===== config.mk =====
export PLATFORM = sky130hd
export DESIGN_NAME = seq_divider
export DESIGN_NICKNAME = d
export VERILOG_FILES = /design/src/rtl/seq_divider_pkg.sv /design/src/rtl/seq_divider_div_step.sv /design/src/rtl/seq_divider.sv
export SDC_FILE = /design/constraint.sdc
export NUM_CORES = 1
export LEC_CHECK = 0
export ABC_AREA = 1
export CAP_MARGIN = 20
export CORE_ASPECT_RATIO = 1.2
export CORE_MARGIN = 1
export CORE_UTILIZATION = 50
export CTS_CLUSTER_SIZE = 20
export DETAILED_ROUTE_END_ITERATION = 7
export PLACE_DENSITY = 0.68
export RECOVER_POWER = 25
export SYNTH_ARGS = -nofsm -noshare
export SYNTH_HDL_FRONTEND = slang
export SYNTH_HIERARCHICAL = 1
export SYNTH_SLANG_ARGS = --single-unit

===== constraint.sdc =====
create_clock -name clk -period 2.5 [get_ports clk]
set_input_delay 0.625 -clock clk [delete_from_list [all_inputs] [get_ports clk]]
set_output_delay 0.625 -clock clk [all_outputs]
set_load 0.03 [all_outputs]

===== src/rtl/seq_divider_pkg.sv =====
// Shared ALU definitions for the sequential divider: default width, FSM encoding
// and the most-negative operand constant.
package seq_divider_pkg;

    localparam int DIV_WIDTH = 32;

    localparam logic [DIV_WIDTH-1:0] MOST_NEG = {1'b1, {(DIV_WIDTH-1){1'b0}}};

    typedef enum logic [1:0] {
        IDLE = 2'd0,
        CALC = 2'd1,
        FIX  = 2'd2,
        DONE = 2'd3
    } div_state_e;

endpackage


===== src/rtl/seq_divider_div_step.sv =====
// One combinational restoring-division step: shift in the next dividend bit and
// subtract the divisor magnitude when it fits.
module seq_divider_div_step #(
    parameter int WIDTH = 32
) (
    input  logic [WIDTH-1:0] rem_in,
    input  logic             dvd_bit,
    input  logic [WIDTH-1:0] divisor,
    output logic [WIDTH-1:0] rem_out,
    output logic             q_bit
);

    logic [WIDTH:0] shifted;
    logic [WIDTH:0] diff;

    assign shifted = {rem_in, dvd_bit};
    assign diff    = shifted - {1'b0, divisor};

    // rem_in is always below the divisor, so shifted stays below 2^WIDTH and the
    // top bit of the difference is a clean borrow flag.
    assign q_bit   = ~diff[WIDTH];
    assign rem_out = q_bit ? diff[WIDTH-1:0] : shifted[WIDTH-1:0];

endmodule


===== src/rtl/seq_divider.sv =====
// Sequential signed two's-complement divider: restoring division on magnitudes,
// one quotient bit per clock, sign fix-up afterwards, start/busy/done handshake.
module seq_divider
    import seq_divider_pkg::*;
#(
    parameter int WIDTH = DIV_WIDTH
) (
    input  logic             clk,
    input  logic             reset,
    input  logic             start,
    input  logic [WIDTH-1:0] A,
    input  logic [WIDTH-1:0] B,
    output logic [WIDTH-1:0] Q,
    output logic [WIDTH-1:0] R,
    output logic             DVZ,
    output logic             OVF,
    output logic             busy,
    output logic             done
);

    localparam int               CNT_W     = $clog2(WIDTH);
    localparam logic [CNT_W-1:0] LAST_STEP = CNT_W'(WIDTH - 1);
    localparam logic [WIDTH-1:0] MIN_VAL   = {1'b1, {(WIDTH-1){1'b0}}};

    div_state_e       state;
    div_state_e       state_next;
    logic [CNT_W-1:0] cnt;
    logic [WIDTH-1:0] rem;
    logic [WIDTH-1:0] dvd;
    logic [WIDTH-1:0] mag_b;
    logic             sign_q;
    logic             sign_r;
    logic             ovf_pend;

    logic             accept;
    logic             div_zero;
    logic [WIDTH-1:0] mag_a_in;
    logic [WIDTH-1:0] mag_b_in;
    logic [WIDTH-1:0] step_rem;
    logic             step_q;

    // Start is only looked at when no operation is in flight, which includes the
    // DONE cycle so the sequencer can issue back-to-back.
    assign accept   = start && ((state == IDLE) || (state == DONE));
    assign div_zero = (B == '0);

    // Negating the most-negative value wraps back to itself, which read as
    // unsigned is exactly 2^(WIDTH-1).
    assign mag_a_in = A[WIDTH-1] ? (~A + 1'b1) : A;
    assign mag_b_in = B[WIDTH-1] ? (~B + 1'b1) : B;

    seq_divider_div_step #(
        .WIDTH(WIDTH)
    ) u_div_step (
        .rem_in (rem),
        .dvd_bit(dvd[WIDTH-1]),
        .divisor(mag_b),
        .rem_out(step_rem),
        .q_bit  (step_q)
    );

    // NOTE: sequential state uses non-blocking assignments so every register
    // samples the pre-edge values regardless of statement order.
    always_ff @(posedge clk) begin
        if (reset) begin
            state <= IDLE;
        end else begin
            state <= state_next;
        end
    end

    // NOTE: state_next gets its default before the case so no path can leave it
    // unassigned and infer a latch.
    always_comb begin
        state_next = state;
        busy       = 1'b0;
        done       = 1'b0;
        unique case (state)
            IDLE: begin
                if (accept) begin
                    state_next = div_zero ? DONE : CALC;
                end
            end
            CALC: begin
                busy = 1'b1;
                if (cnt == LAST_STEP) begin
                    state_next = FIX;
                end
            end
            FIX: begin
                busy       = 1'b1;
                state_next = DONE;
            end
            DONE: begin
                done = 1'b1;
                if (accept) begin
                    state_next = div_zero ? DONE : CALC;
                end else begin
                    state_next = IDLE;
                end
            end
            default: state_next = IDLE;
        endcase
    end

    // Quotient bits shift into the low end of dvd as dividend bits leave the top,
    // so after WIDTH steps dvd holds the quotient magnitude.
    always_ff @(posedge clk) begin
        if (reset) begin
            cnt      <= '0;
            rem      <= '0;
            dvd      <= '0;
            mag_b    <= '0;
            sign_q   <= 1'b0;
            sign_r   <= 1'b0;
            ovf_pend <= 1'b0;
            Q        <= '0;
            R        <= '0;
            DVZ      <= 1'b0;
            OVF      <= 1'b0;
        end else begin
            unique case (state)
                IDLE, DONE: begin
                    if (accept) begin
                        cnt      <= '0;
                        rem      <= '0;
                        dvd      <= mag_a_in;
                        mag_b    <= mag_b_in;
                        sign_q   <= A[WIDTH-1] ^ B[WIDTH-1];
                        sign_r   <= A[WIDTH-1];
                        ovf_pend <= (A == MIN_VAL) && (B == '1);
                        if (div_zero) begin
                            Q   <= '1;
                            R   <= A;
                            DVZ <= 1'b1;
                            OVF <= 1'b0;
                        end
                    end
                end
                CALC: begin
                    rem <= step_rem;
                    dvd <= {dvd[WIDTH-2:0], step_q};
                    cnt <= cnt + 1'b1;
                end
                FIX: begin
                    DVZ <= 1'b0;
                    if (ovf_pend) begin
                        Q   <= MIN_VAL;
                        R   <= '0;
                        OVF <= 1'b1;
                    end else begin
                        Q   <= sign_q ? (~dvd + 1'b1) : dvd;
                        R   <= sign_r ? (~rem + 1'b1) : rem;
                        OVF <= 1'b0;
                    end
                end
                default: ;
            endcase
        end
    end

endmodule


==> impl_table.tex, run 1 <==
\begin{tabular}{lr}
\hline
Metric & Value \\
\hline
\multicolumn{2}{l}{\textbf{Final layout}} \\
Post-route cell area & 0.0179 mm\^{}2 \\
Non-filler instance count after layout & a little under 3000 \\
Number of nets in the layout & 2719 \\
Final core utilization & 66.4\% \\
Share of layout cells above drive strength 1 & around 15\% \\
Antenna Diode Count & 0 \\
Area Overhead vs Synth & 30.7\% \\
\multicolumn{2}{l}{\textbf{Synth}} \\
Biggest area contributors in the synthesized netlist & dfxtp\_1 (25\%), nand2\_1 (19\%), inv\_1 (8.4\%) \\
Number of flops mapped to enable cells by yosys & 0 \\
Library cell with the largest summed area after synthesis & dfxtp\_1 \\
Post-synth cell types & 49 \\
Yosys warns & 6 \\
Proportion of synthesized chip area in sequential cells & around a quarter \\
Syn Nets & between 2000 and 2500 \\
Share of flip-flops with an asynchronous set or reset after synthesis & 0\% \\
Post-synth top flop & dfxtp\_1 \\
Mean instance size in the synthesized netlist & a little under 6 um\^{}2 \\
Register bit total from synthesis & around 170 \\
Portion of synthesized cell area occupied by the leading cell type & roughly 25\% \\
Post-Synthesis Cells & 2353 \\
Netlist area before placement & 0.0137 mm\^{}2 \\
\multicolumn{2}{l}{\textbf{CTS}} \\
Clock network latency to the later pin of the worst-skew pair & between 0.4 and 0.5 ns \\
Count of clock tree sinks & 172 \\
Worst-path clk slew & around 0.070 ns \\
Num CTS Buffers & 17 \\
CTS HTree Levels & 4 \\
Buffer cell driving the clock tree root & clkbuf\_16 \\
CTS tree & built \\
Maximum count of clock buffers along a single path & 2 \\
CTS hold repair buffers & 0 \\
\multicolumn{2}{l}{\textbf{Routing}} \\
Iteration-0 DRC Markers & around 1300 \\
Antenna viol nets, final & 0 \\
Routed wire length & 51.0 mm \\
Wire per inst & roughly 17 um \\
Count of TritonRoute iterations in the first routing pass & 7 \\
Total via count after detailed routing & 16300 \\
DR vias/cell & $\sim$5.5 \\
Number of remaining DRC errors & 0 \\
\multicolumn{2}{l}{\textbf{Critical path}} \\
Crit path max-delay cell type & dfxtp\_4 \\
R2R depth & 20 \\
CP cell instances & inv\_4, ha\_4, fa\_2, inv\_2, nand2\_2, nand2\_2, nand3\_2, nand2\_2, nand2\_2, nand2\_4, nand2\_4, nand2\_4, nand2\_4, nand2\_8, buf\_4, buf\_4, nand2\_1, nand2\_1, a21oi\_1, a211oi\_1 \\
Crit path largest cell delay & $\sim$0.38 ns \\
Sort of element at the end of the critical path & register \\
CP Launch Type & register \\
Kind of critical path & reg2reg \\
CP delay by family, top & simple AND/OR/NAND/NOR gates \\
Number of buffers and inverters on the critical path & 4 \\
Data arrival, critical path & 2.91 ns \\
Critical path fanouts, max & 6 \\
Logic depth of the worst path, buffers included & 20 \\
Worst Path Required & between 2 and 3 ns \\
\multicolumn{2}{l}{\textbf{Global routing}} \\
Global-route wire length before repair & about 80 mm \\
Maximum number of pins on one net before global-route repair & 65 \\
Initial antenna violation count & 0 \\
GRT Resource Usage Total & around a third \\
Overflow left after global routing & 0 \\
Number of global-route vias before repair & 15000 \\
\multicolumn{2}{l}{\textbf{STA}} \\
Highest Clock Rate & $\sim$390 MHz \\
Share of the clock period used by the worst path after layout & 103\% \\
Final setup violating endpoints & 2 \\
Worst Tran Pin Value & between 0.8 and 0.9 ns \\
RSZ-0062 raised after global routing & true \\
Final Hold Violating Endpoints & 0 \\
Final critical delay including setup and external delays & around 2.6 ns \\
Final WS setup & -0.0768 ns \\
Count of final max-slew check failures & 0 \\
Setup Skew & approximately 0.011 ns \\
Relative max-transition margin & 45.2\% \\
Sum of negative setup slack & -0.104 ns \\
\multicolumn{2}{l}{\textbf{Placement}} \\
Placed standard-cell area & $\sim$0.017 mm\^{}2 \\
HPWL Detailed & $\sim$40 mm \\
Worst Setup Slack post-DPL & -0.224 ns \\
Routability Congestion & between 0.9 and 1 \\
Number of port buffers & 134 \\
Cell Count Post-Placement & a little under 3000 \\
\multicolumn{2}{l}{\textbf{Die}} \\
I/O pin total & roughly 140 \\
Die Wd & 153 um \\
Floorplan Core Area & roughly 0.027 mm\^{}2 \\
Floorplan die area & about 0.028 mm\^{}2 \\
Die extent in y & 183 um \\
\# rows & 66 \\
Initial core utilization & about 51\% \\
\multicolumn{2}{l}{\textbf{Hold path}} \\
Worst hold stages & 2 \\
Worst min-delay path class & in2reg \\
\multicolumn{2}{l}{\textbf{Power}} \\
Ratio of total power to cell area & approximately 1200 mW/mm\^{}2 \\
Leakage power total & 8.55 nW \\
IR Drop Worst-Case VDD & just under 0.0009 V \\
\multicolumn{2}{l}{\textbf{Run status}} \\
Violations in the final reports & setup timing \\
Result of the run & complete, but fails checks \\
\multicolumn{2}{l}{\textbf{Flow run}} \\
Max Cap Violations & 0 \\
\hline
\end{tabular}
-- routing by layer --
metal	part of all wire [%]	global-route usage, %	wire, um
met4	5.5	19.9	2790
met2	51	64.7	25900
met1	39	39.8	19800
met5	0	0	0
met3	4.9	3.89	2520
-- final timing paths --
check / start / endpoint / slack, ns
worst max-delay path: dvd[31] / rem[13] / -0.08
worst min-delay path: reset / ovf_pend / 0.40
worst min register to register: DVZ / DVZ / 0.46
worst max register to register: dvd[31] / rem[13] / -0.08
-- synthesized netlist by cell type, types with 4 or more instances --
master and instances:
a211oi_1 29, a21oi_1 212, a21oi_2 9, a31oi_1 15
and2_1 4, buf_1 7, buf_2 20, buf_4 4
buf_6 5, clkbuf_1 56, dfxtp_1 172, ha_1 43
inv_1 307, inv_2 9, nand2_1 690, nand2_2 10
nand2_4 5, nand3_1 159, nand3_2 8, nand3b_1 7
nand4_1 45, nor2_1 249, nor2_2 8, nor3_1 23
nor4_1 6, o21ai_0 160, o21bai_1 10, o221ai_1 6
or2_2 5, xnor2_1 7, xor2_1 36
-- worst reg2reg max path: cells and delay by family, from the launching register on --
| kind | cells | cell delay (ns) |
|---|---|---|
| adder cells (fa/ha/maj) | 2 | 0.49 |
| buffers and inverters | 4 | 0.34 |
| AND/OR/NAND/NOR | 12 | 0.94 |
| AO/OA/AOI/OAI | 2 | 0.31 |
| flip-flops | 1 | 0.38 |
-- power breakdown --
part | internal, mW | leakage (nW) | switching (mW) | total [mW]
registers | 3.29 | 1.41 | 0.635 | 3.92
clock network | 1.51 | 0.294 | 1.28 | 2.79
logic | 5.39 | 6.84 | 8.63 | 14.0
total | 10.2 | 8.55 | 10.5 | 20.7
-- registers in the layout, summed over array words and instances, names as in the netlist --
name,cells
OVF,1
sign_q,1
R,32
mag_b,32
DVZ,1
sign_r,1
ovf_pend,1
Q,32
state,2
dvd,32
rem,32
cnt,5
-- cell usage in the layout, fill, tap and decap left out, types with 8 or more instances in the layout --
master / count
a211oi_1: 18
a211oi_2: 11
a21oi_1: 192
a21oi_2: 28
a31oi_1: 15
buf_12: 10
buf_4: 171
buf_6: 11
clkbuf_16: 17
clkdlybuf4s50_1: 123
dfxtp_1: 166
dlygate4sd3_1: 8
ha_1: 15
ha_4: 24
inv_1: 298
inv_2: 17
nand2_1: 658
nand2_2: 36
nand2_4: 9
nand3_1: 154
nand3_2: 11
nand4_1: 45
nor2_1: 246
nor2_2: 11
nor3_1: 22
o21ai_0: 160
o21bai_1: 10
xor2_1: 36
-- layout make-up --
type                       instances  area (um^2)
fill                            2551         9070
sequential                       172         3460
clock inverter                    15          174
multi-input combinational       1771         9290
timing repair buffer             328         2960
tap                              340          425
inverter                         318         1200
clock buffer                      17          425
-- per-stage QoR --
stage / power [mW] / hold slack (ns)
5_1_grt: 22.2 / 0.385
3_3_place_gp: 15.7 / 0.448
2_1_floorplan: 11.8 / 0.457
3_5_place_dp: 15.9 / 0.455
6_report: 20.7 / 0.395
4_1_cts: 19.3 / 0.388
-- logic make-up (layout without fill, tap and decap cells) --
logic type      after synthesis  after routing  synth area share (%)
fa+ha+maj                    44             44                  4.07
flops                       172            172                  25.1
simple gates               1228           1229                  38.0
buf+inv                     411            678                  11.9
xor+xnor                     43             43                  2.75
compound gates              455            455                  18.2
-- timing repair --
action | 4_1_cts | 5_1_grt
setup buffers | 10 | 4
resized for setup | 37 | 114
cloned | 1 | 0
pin swaps | 21 | 28
endpoints found under the setup margin | 34 | 52
Power figures use the tool's default switching activity.
==> run 2: changes to the inputs <==
--- a/config.mk
+++ b/config.mk
@@ -12,7 +12,8 @@
 export CORE_UTILIZATION = 50
 export CTS_CLUSTER_SIZE = 20
 export DETAILED_ROUTE_END_ITERATION = 7
-export PLACE_DENSITY = 0.68
+export MAX_ROUTING_LAYER = met4
+export PLACE_DENSITY = 0.8
 export RECOVER_POWER = 25
 export SYNTH_ARGS = -nofsm -noshare
 export SYNTH_HDL_FRONTEND = slang
==> run 2 against run 1 <==
The flow now finishes without violations. Sequential power about the same. Worst hold slack better by 0.070 ns. Cell count fell by 0.44%. Maximum frequency up 4.9%. Sequential share of layout area grew 0.25 points. Die area unchanged.
==> impl_table.tex, run 2 (synthesized netlist as in run 1, its figures left out) <==
\begin{tabular}{lr}
\hline
Metric & Value \\
\hline
\multicolumn{2}{l}{\textbf{Run status}} \\
Result of the run & finished, final reports clean \\
\multicolumn{2}{l}{\textbf{Critical path}} \\
CP Launch Type & register \\
Critical path fanouts, max & 8 (+2) \\
Most Frequent Cell on Critical Path & nand2\_1 \\
Setup slack of the worst register-to-register path & 0.04 ns (+0.12 ns) \\
Endpoint of the worst-slack reg-to-reg timing path & rem[28] \\
Logic depth of the worst path, buffers included & 15 (-25\%) \\
Start of the worst register-to-register path & mag\_b[29] \\
CP cell instances & inv\_2, ha\_2, nand2\_1, nor2\_1, nand2\_1, inv\_1, a21oi\_4, buf\_6, nand3\_4, buf\_12, nand2\_8, nand2\_1, nand2\_1, a21oi\_1, a211oi\_1 \\
R2R depth & 15 (-25\%) \\
Sort of element at the end of the critical path & register \\
CP delay by family, top & simple AND/OR/NAND/NOR gates \\
Data arrival, critical path & 2.80 ns (-0.11 ns) \\
Number of buffers and inverters on the critical path & 4 (unchanged) \\
Kind of critical path & reg2reg \\
Worst Path Required & 2.85 ns (+0.02 ns) \\
Crit path largest cell delay & 0.33 ns (-0.05 ns) \\
Crit path max-delay cell type & dfxtp\_1 \\
\multicolumn{2}{l}{\textbf{Hold path}} \\
Worst hold stages & 2 (unchanged) \\
Worst min-delay path endpoint & Q[8] \\
Launch instance of the worst min-delay path & Q[8] \\
Worst min-delay path class & reg2reg \\
\multicolumn{2}{l}{\textbf{Flow run}} \\
Max Cap Violations & 0 (unchanged) \\
\multicolumn{2}{l}{\textbf{Die}} \\
Initial core utilization & 50.8\% (unchanged) \\
Floorplan die area & 0.0281 mm\^{}2 (unchanged) \\
\# rows & 66 (unchanged) \\
Die extent in y & 183 um (unchanged) \\
I/O pin total & 135 (unchanged) \\
Floorplan Core Area & 0.0270 mm\^{}2 (unchanged) \\
Die Wd & 153 um (unchanged) \\
\multicolumn{2}{l}{\textbf{Power}} \\
IR Drop Worst-Case VDD & 0.000857 V (-2.7\%) \\
Leakage power total & 8.44 nW (-1.3\%) \\
Ratio of total power to cell area & 1140 mW/mm\^{}2 (-1.1\%) \\
\multicolumn{2}{l}{\textbf{CTS}} \\
CTS tree & built \\
Num CTS Buffers & 17 (unchanged) \\
Maximum count of clock buffers along a single path & 2 (unchanged) \\
Count of clock tree sinks & 172 (unchanged) \\
CTS hold repair buffers & 0 (unchanged) \\
CTS HTree Levels & 4 (unchanged) \\
Buffer cell driving the clock tree root & clkbuf\_16 \\
Worst-path clk slew & 0.08 ns (about the same) \\
Clock network latency to the later pin of the worst-skew pair & 0.44 ns (about the same) \\
\multicolumn{2}{l}{\textbf{Final layout}} \\
Non-filler instance count after layout & 2948 (-0.44\%) \\
Area Overhead vs Synth & 28.6\% \\
Number of nets in the layout & 2706 (-0.48\%) \\
Top library cells by usage in the layout, fill and taps aside & nand2\_1 (676), inv\_1 (298), nor2\_1 (245), a21oi\_1 (208), dfxtp\_1 (170) \\
Share of layout cells above drive strength 1 & 12.9\% (-2.5 points) \\
Fill cell instance count of the final layout & 2549 (-0.078\%) \\
Leading cell type in the layout, fill and taps excluded & nand2\_1 \\
Antenna Diode Count & 0 (unchanged) \\
\multicolumn{2}{l}{\textbf{STA}} \\
Relative max-transition margin & 57.6\% (+12 points) \\
Final critical delay including setup and external delays & 2.46 ns (-0.121 ns) \\
Worst Tran Pin Value & 0.635 ns (-0.186 ns) \\
Share of the clock period used by the worst path after layout & 98.3\% (-4.8 points) \\
Highest Clock Rate & 407 MHz (+4.9\%) \\
Sum of negative setup slack & 0 ns (+0.104 ns) \\
Setup Skew & 0.0128 ns (+0.00173 ns) \\
Final Hold Violating Endpoints & 0 (unchanged) \\
Count of final max-slew check failures & 0 (unchanged) \\
Final setup violating endpoints & 0 (-2) \\
Final WS setup & 0.0437 ns (+0.121 ns) \\
\multicolumn{2}{l}{\textbf{Global routing}} \\
Number of global-route vias before repair & 15200 (+1.4\%) \\
Global-route wire length before repair & 78.6 mm (+1.0\%) \\
Overflow left after global routing & 0 (unchanged) \\
Maximum number of pins on one net before global-route repair & 61 (-6.2\%) \\
Initial antenna violation count & 0 (unchanged) \\
GRT Resource Usage Total & 36.8\% (+1.5 points) \\
\multicolumn{2}{l}{\textbf{Placement}} \\
Routability Congestion & 1.02 (+4.3\%) \\
HPWL Detailed & 39.6 mm (-1.5\%) \\
Cell Count Post-Placement & 2901 (-0.45\%) \\
Worst Setup Slack post-DPL & -0.233 ns (-0.00927 ns) \\
Number of port buffers & 134 (unchanged) \\
\multicolumn{2}{l}{\textbf{Routing}} \\
Wire per inst & 17.3 um (+0.53\%) \\
DR vias/cell & 5.52 (+0.43\%) \\
Iteration-0 DRC Markers & 1107 (-13\%) \\
Routed wire length & 51.1 mm (about the same) \\
Count of TritonRoute iterations in the first routing pass & 5 (-2) \\
Total via count after detailed routing & 16300 (-0.012\%) \\
Number of remaining DRC errors & 0 (unchanged) \\
Antenna viol nets, final & 0 (unchanged) \\
\hline
\end{tabular}
[run 2: cell count changes in the layout (fill, tap and decap cells not counted), moves of 7 or more]
| cell | delta |
|---|---|
| nand2_2 | -18 |
| a21oi_2 | -16 |
| buf_4 | -12 |
| nand2_1 | +18 |
| a21oi_1 | +16 |
| dlygate4sd3_1 | +7 |
| ha_1 | +7 |
| buf_6 | -10 |
| ha_4 | -9 |
| nand2_8 | +9 |
[run 2: area by class of cell]
type,instances,area (um^2),share of cell area (%)
clock buffer,17,425,2.41
tap,340,425,2.41
timing repair buffer,309,2780,15.8
clock inverter,15,171,0.971
sequential,172,3450,19.5
multi-input combinational,1777,9200,52.1
inverter,318,1190,6.76
[run 2: power breakdown]
part           switching, mW  total, mW  internal [mW]
clock network           1.32       2.75           1.43
logic                   8.75       13.5           4.79
registers              0.614       3.89           3.28
[run 2: worst reg2reg max path: cells and delay by family, from the launching register on]
| family | cells | cell delay, ns |
|---|---|---|
| AND/OR/NAND/NOR | 7 | 0.71 |
| adder cells (fa/ha/maj) | 1 | 0.32 |
| buffers and inverters | 4 | 0.52 |
| flip-flops | 1 | 0.33 |
| AO/OA/AOI/OAI | 3 | 0.48 |
[run 2: worst max-delay path by stage]
| stage | slack, ns | start | endpoint |
|---|---|---|---|
| finish | 0.04 | mag_b[29] | rem[28] |
| global route | -0.06 | mag_b[14] | rem[28] |
| CTS | 0.0006 | dvd[31] | rem[13] |
| detailed placement | -0.23 | B[0] | Q[17] |
| global placement | -0.16 | B[0] | Q[17] |
| floorplan | 0.21 | dvd[31] | rem[26] |
[run 2: per-stage QoR]
stage / hold slack [ns] / instance area, um^2 / power [mW] / util (%)
floorplan: 0.457 / 13700 / 11.8 / -
global placement: 0.449 / 16400 / 15.3 / 60.8
detailed placement: 0.455 / 16400 / 15.4 / 60.8
CTS: 0.465 / 17300 / 19.0 / 63.9
global route: 0.487 / 17600 / 21.6 / 65.3
finish: 0.465 / 17600 / 20.2 / 65.3
[run 2: timing repair]
action	CTS	global route
cloned	5	2
gates resized for setup	24	70
pin swaps	8	17
setup endpoints to repair	34	34
setup buffers	5	3
[run 2: layer usage]
metal	vias up	GRT usage [%]	share of wire (%)	routed length, um
met5	-	-	0	0
met4	0	20.0	5.7	2890
met3	138	3.89	5.1	2590
met2	609	67.2	51	26000
met1	7413	39.0	38	19600
li1	8103	-	-	-
==> variant 1: new RTL, settings of run 1 <==
Register the inputs `start`, `A` and `B` before use. The logic sees them one clock later.
--- a/src/rtl/seq_divider.sv
+++ b/src/rtl/seq_divider.sv
@@ -24,2 +24,12 @@
 
+    logic start_q;
+    logic [WIDTH-1:0] A_q;
+    logic [WIDTH-1:0] B_q;
+
+    always_ff @(posedge clk) begin
+        start_q <= start;
+        A_q     <= A;
+        B_q     <= B;
+    end
+
     div_state_e       state;
@@ -43,4 +53,4 @@
     // DONE cycle so the sequencer can issue back-to-back.
-    assign accept   = start && ((state == IDLE) || (state == DONE));
-    assign div_zero = (B == '0);
+    assign accept   = start_q && ((state == IDLE) || (state == DONE));
+    assign div_zero = (B_q == '0);
 
@@ -48,4 +58,4 @@
     // unsigned is exactly 2^(WIDTH-1).
-    assign mag_a_in = A[WIDTH-1] ? (~A + 1'b1) : A;
-    assign mag_b_in = B[WIDTH-1] ? (~B + 1'b1) : B;
+    assign mag_a_in = A_q[WIDTH-1] ? (~A_q + 1'b1) : A_q;
+    assign mag_b_in = B_q[WIDTH-1] ? (~B_q + 1'b1) : B_q;
 
@@ -128,8 +138,8 @@
                         mag_b    <= mag_b_in;
-                        sign_q   <= A[WIDTH-1] ^ B[WIDTH-1];
-                        sign_r   <= A[WIDTH-1];
-                        ovf_pend <= (A == MIN_VAL) && (B == '1);
+                        sign_q   <= A_q[WIDTH-1] ^ B_q[WIDTH-1];
+                        sign_r   <= A_q[WIDTH-1];
+                        ovf_pend <= (A_q == MIN_VAL) && (B_q == '1);
                         if (div_zero) begin
                             Q   <= '1;
-                            R   <= A;
+                            R   <= A_q;
                             DVZ <= 1'b1;
Function: changed (Yosys sat finds a counterexample within 4 cycles, from zero or initial values and one cycle with reset high).
==> variant 1 against run 1 <==
The flow still finishes with violations (setup timing); routed wire length rose by 6.6%; area after synthesis is 8.9% higher; sequential power grew 40%; total power rose by 27%; setup slack improved by 46 ps; clock skew is 12 ps higher; sequential cell count grew 65; cell area up 4.5%; highest routed layer unchanged.
==> variant 1: results (changes against run 1) <==
synthesis:
  synth_xor_area_frac: 0.0287  # +0.00127
  synth.top_cells.by_area: "dfxtp_1 32%, nand2_1 18%, inv_1 8.1%"
  syn_nets: 2533  # +2.8%
  synthAdderAreaFrac: 0.0374  # -0.00333
  seq_area_frac_synth: 0.318  # +0.0666
  synthCells: 2422  # +2.9%
  synth_compound_area_frac: 0.168  # -0.0143
drt:
  drt_first_pass_iters: 6  # -1
  wl_met2_mm: 27.3  # +5.3%
  drtIter0Drc: 1194  # -5.8%
  wl_met3_mm: 2.88  # +14%
  m1WireLength_mm: 20.3  # +2.9%
  via_count: 16400  # +1.1%
sta:
  finalClockSkew_ps: 23.2  # +12.1 ps
  slew_headroom: 0.576  # +0.124
  fin_ws_ps: -30.7  # +46.1 ps
  finalSetupViolCount: 4  # +2
  finalSetupTns_ps: -39.4  # +64.2 ps
worst_setup_path:
  crit_fanout: 8  # +2
  cp.arrival_ps: 2950  # +40 ps
  worst-r2r-cell-count: 17  # -15%
  crit_path_end: "rem[15]"
  worst_path_largest_cell_delay_ps: 400  # +20 ps
cells_and_area:
  syn_to_final_growth_pct: 25.4
  drive_gt1_frac: 0.104  # -0.0501
  fin_nets: 2698  # -0.77%
  nFillCells: 2817  # +10%
place:
  dpl_cell_area_um2: 17000  # +2.8%
  dp_cells: 2924  # +0.34%
  gp_congestion: 1.01  # +3.5%
  place_ws_ps: -109  # +115 ps
cts:
  h-tree-depth: 1  # -3
  clk_path_buf_depth: 3  # +1
  numCtsBuffers: 26  # +9
run_status:
  status: "finished with violations"
  violations: "setup timing"
power_and_ir_drop:
  irDropWorstVdd_v: 0.00102  # +16%
  clockPowerShare: 0.153  # +0.019
  clk-power_w: 0.00401  # +44%
  p_sw_w: 0.0134  # +27%
grt:
  grt_use_total: 0.341  # -0.0123
  grt_pass1_vias: 15200  # +1.3%
  grt_pass1_wl_mm: 81.1  # +4.2%
  gr-usage-met2: 0.619  # -0.0284
  grt_util_met1: 0.372  # -0.0255
  gr-usage-met3: 0.0351  # -0.00375
hold_path:
  hp-class: "reg -> reg"
floorplanning:
  rows: 68  # +3.0%
## variant 1: final cells by class
cell class,instances,area share
inverter,329,0.0662
clock inverter,11,0.00788
timing repair buffer,223,0.116
multi-input combinational,1770,0.491
tap,385,0.0257
sequential,237,0.254
clock buffer,35,0.0392
## variant 1: cell families after synthesis
family | after synthesis
simple gates | 1209
xor+xnor | 49
buf+inv | 421
fa+ha+maj | 44
flops | 237
compound gates | 462
## variant 1: timing repair
item,CTS,global route
setup endpoints to repair,29,36
gates cloned,5,1
resized for setup,22,114
setup buffers,1,13
hold endpoints to repair,0,0
hold buffers,0,0
pin swaps,6,23
## variant 1: worst reg2reg max path, cell delays in order, from the launching register on
cell and delay (ps):
dfxtp_2 330, inv_2 40, ha_4 160, fa_2 400, inv_2 80, nand2_2 60
nand2_2 80, nand3_2 90, nand2_2 100, nand2_2 70, nand2_4 110, nand2_8 80
nand3_4 220, nand2_8 130, nand2_1 110, nand2_1 60, a21oi_1 210, a211oi_2 70
==> variant 2: new RTL, flow settings as in run 1 <==
Without the edit above. `DIV_WIDTH`: 32 -> 16.
--- a/src/rtl/seq_divider_pkg.sv
+++ b/src/rtl/seq_divider_pkg.sv
@@ -4,3 +4,3 @@
 
-    localparam int DIV_WIDTH = 32;
+    localparam int DIV_WIDTH = 16;
 
Ports: changed (resized A, B, Q and R); port bits go from 135 to 71. No check against the original RTL was run, so the function may have changed too.
==> variant 2 against run 1 <==
Sequential cell count decreased by 81; area after synthesis decreased by 49%; largest cell class unchanged; highest routed layer unchanged; cell area decreased by 53%; maximum frequency increased by 11%; first-iteration DRC count decreased by 66%; global-route usage decreased by 6.9 points; routed wire length decreased by 61%; total power decreased by 57%; setup slack improved by 250 ps.
==> variant 2: results (changes against run 1) <==
grt:
  grt_use_total: 0.285  # -0.0686
  grt_pass1_wl_mm: 32.2  # -59%
  grt_pass1_vias: 6687  # -56%
  grt_max_degree: 44  # -32%
sta:
  finalClockSkew_ps: 11.2  # +0.138 ps
  finalSetupTns_ps: 0  # +104 ps
  tightest_slew_ps: 696  # -125 ps
cts:
  cts_resized: 1  # -97%
  numCtsBuffers: 9  # -8
  numClockSinks: 91  # -47%
  cts_setup_buffers: 0  # -10
  h-tree-depth: 3  # -1
  clock_latency_ps: 350  # -90 ps
  cts_root_buffer: "clkbuf_16"
synthesis:
  synth.top_cells.by_area: "dfxtp_1 26%, nand2_1 17%, inv_1 8.0%"
  seq_area_frac_synth: 0.262  # +0.0112
  synth_warnings: 6  # unchanged
  synth_xor_area_frac: 0.0202  # -0.00729
  synth_compound_area_frac: 0.156  # -0.0263
  syn_nets: 1208  # -51%
  synthAdderAreaFrac: 0.0497  # +0.00902
  synth_most_common_cell: "nand2_1"
  synth_ff_type: "dfxtp_1"
  yosys-top-cells-count: "316 x nand2_1, 149 x inv_1, 120 x nor2_1, 107 x nand3_1, 95 x a21oi_1"
cells_and_area:
  final-clk-cell-share: 0.0321  # -0.00128
  nClkBuffers: 11  # -6
  num_antenna_cells: 0  # unchanged
  multi_input_area_share: 0.518  # about the same
  multi_input_comb_cells: 856  # -52%
  nFillCells: 1319  # -48%
  fin_nets: 1304  # -52%
  nNonClkInverters: 157  # -51%
  final-nonclk-buf-share: 0.135  # -0.0295
  drive_gt1_frac: 0.100  # -0.0539
  nNonClkBuffers: 127  # -61%
  seq_area_um2: 1820  # -47%
drt:
  viasPerCell: 5.19  # -5.5%
  routedWlPerCell_um: 13.9  # -19%
  drtIter0Drc: 425  # -66%
  drt_first_pass_iters: 5  # -2
power_and_ir_drop:
  p_leak_nw: 4.11  # -52%
  p_sw_w: 0.00433  # -59%
  irDropWorstVdd_v: 0.000739  # -16%
run_status:
  status: "finished clean"
worst_setup_path:
  cp.arrival_ps: 2580  # -330 ps
  crit_fanout: 10  # +4
place:
  io_buffers: 70  # -48%
  gp_congestion: 0.926  # -5.1%
  dp_hpwl_mm: 15.3  # -62%
  place_ws_ps: 19.7  # +244 ps
hold_path:
  hp-class: "reg -> reg"
## variant 2: power by group through the flow
stage | sequential, W | clock [W] | combinational [W]
finish | 0.00206 | 0.00128 | 0.00555
floorplan | 0.00200 | 0 | 0.00399
global placement | 0.00208 | 0 | 0.00496
detailed placement | 0.00208 | 0 | 0.00499
CTS | 0.00206 | 0.00130 | 0.00502
global route | 0.00211 | 0.00138 | 0.00629
## variant 2: worst paths after layout
path | from | end | slack, ps | depth (start not counted)
setup / recovery | dvd[15] | rem[8] | 180 | 17
hold / removal | R[0] | R[0] | 460 | 2
setup reg to reg | dvd[15] | rem[8] | 180 | 17
hold reg to reg | R[0] | R[0] | 460 | 2
## variant 2: critical path, cell delays in order, from the launching register on
cell and delay [ps]:
dfxtp_2 330, inv_1 50, ha_2 200, fa_2 400
inv_2 80, nand2_1 60, nand2_2 90, nand3_4 80
nand2_4 90, nand2_4 70, nand2_4 80, nand2_8 90
nand2_8 100, buf_4 170, nand2_2 60, nand2_2 50
a21oi_1 60, a211oi_1 180
## variant 2: stage by stage
| step | hold WS, ps | power [W] | cells | utilization | area (µm²) |
|---|---|---|---|---|---|
| 6_report | 465 | 0.00889 | 1415 | 0.624 | 8370 |
| 5_1_grt | 492 | 0.00978 | 1415 | 0.624 | 8370 |
| 4_1_cts | 469 | 0.00837 | 1398 | 0.612 | 8210 |
| 3_5_place_dp | 460 | 0.00707 | 1382 | 0.592 | 7940 |
| 3_3_place_gp | 457 | 0.00705 | 1382 | 0.592 | 7940 |
| 2_1_floorplan | 458 | 0.00599 | 1146 | - | 6950 |
## variant 2: metal layers
metal	global-route usage	wire, µm	vias to the layer above
met1	0.359	8750	3292
met3	0.0372	601	35
li1	-	-	3876
met2	0.483	9640	141
met5	0	0	-
met4	0.113	684	0
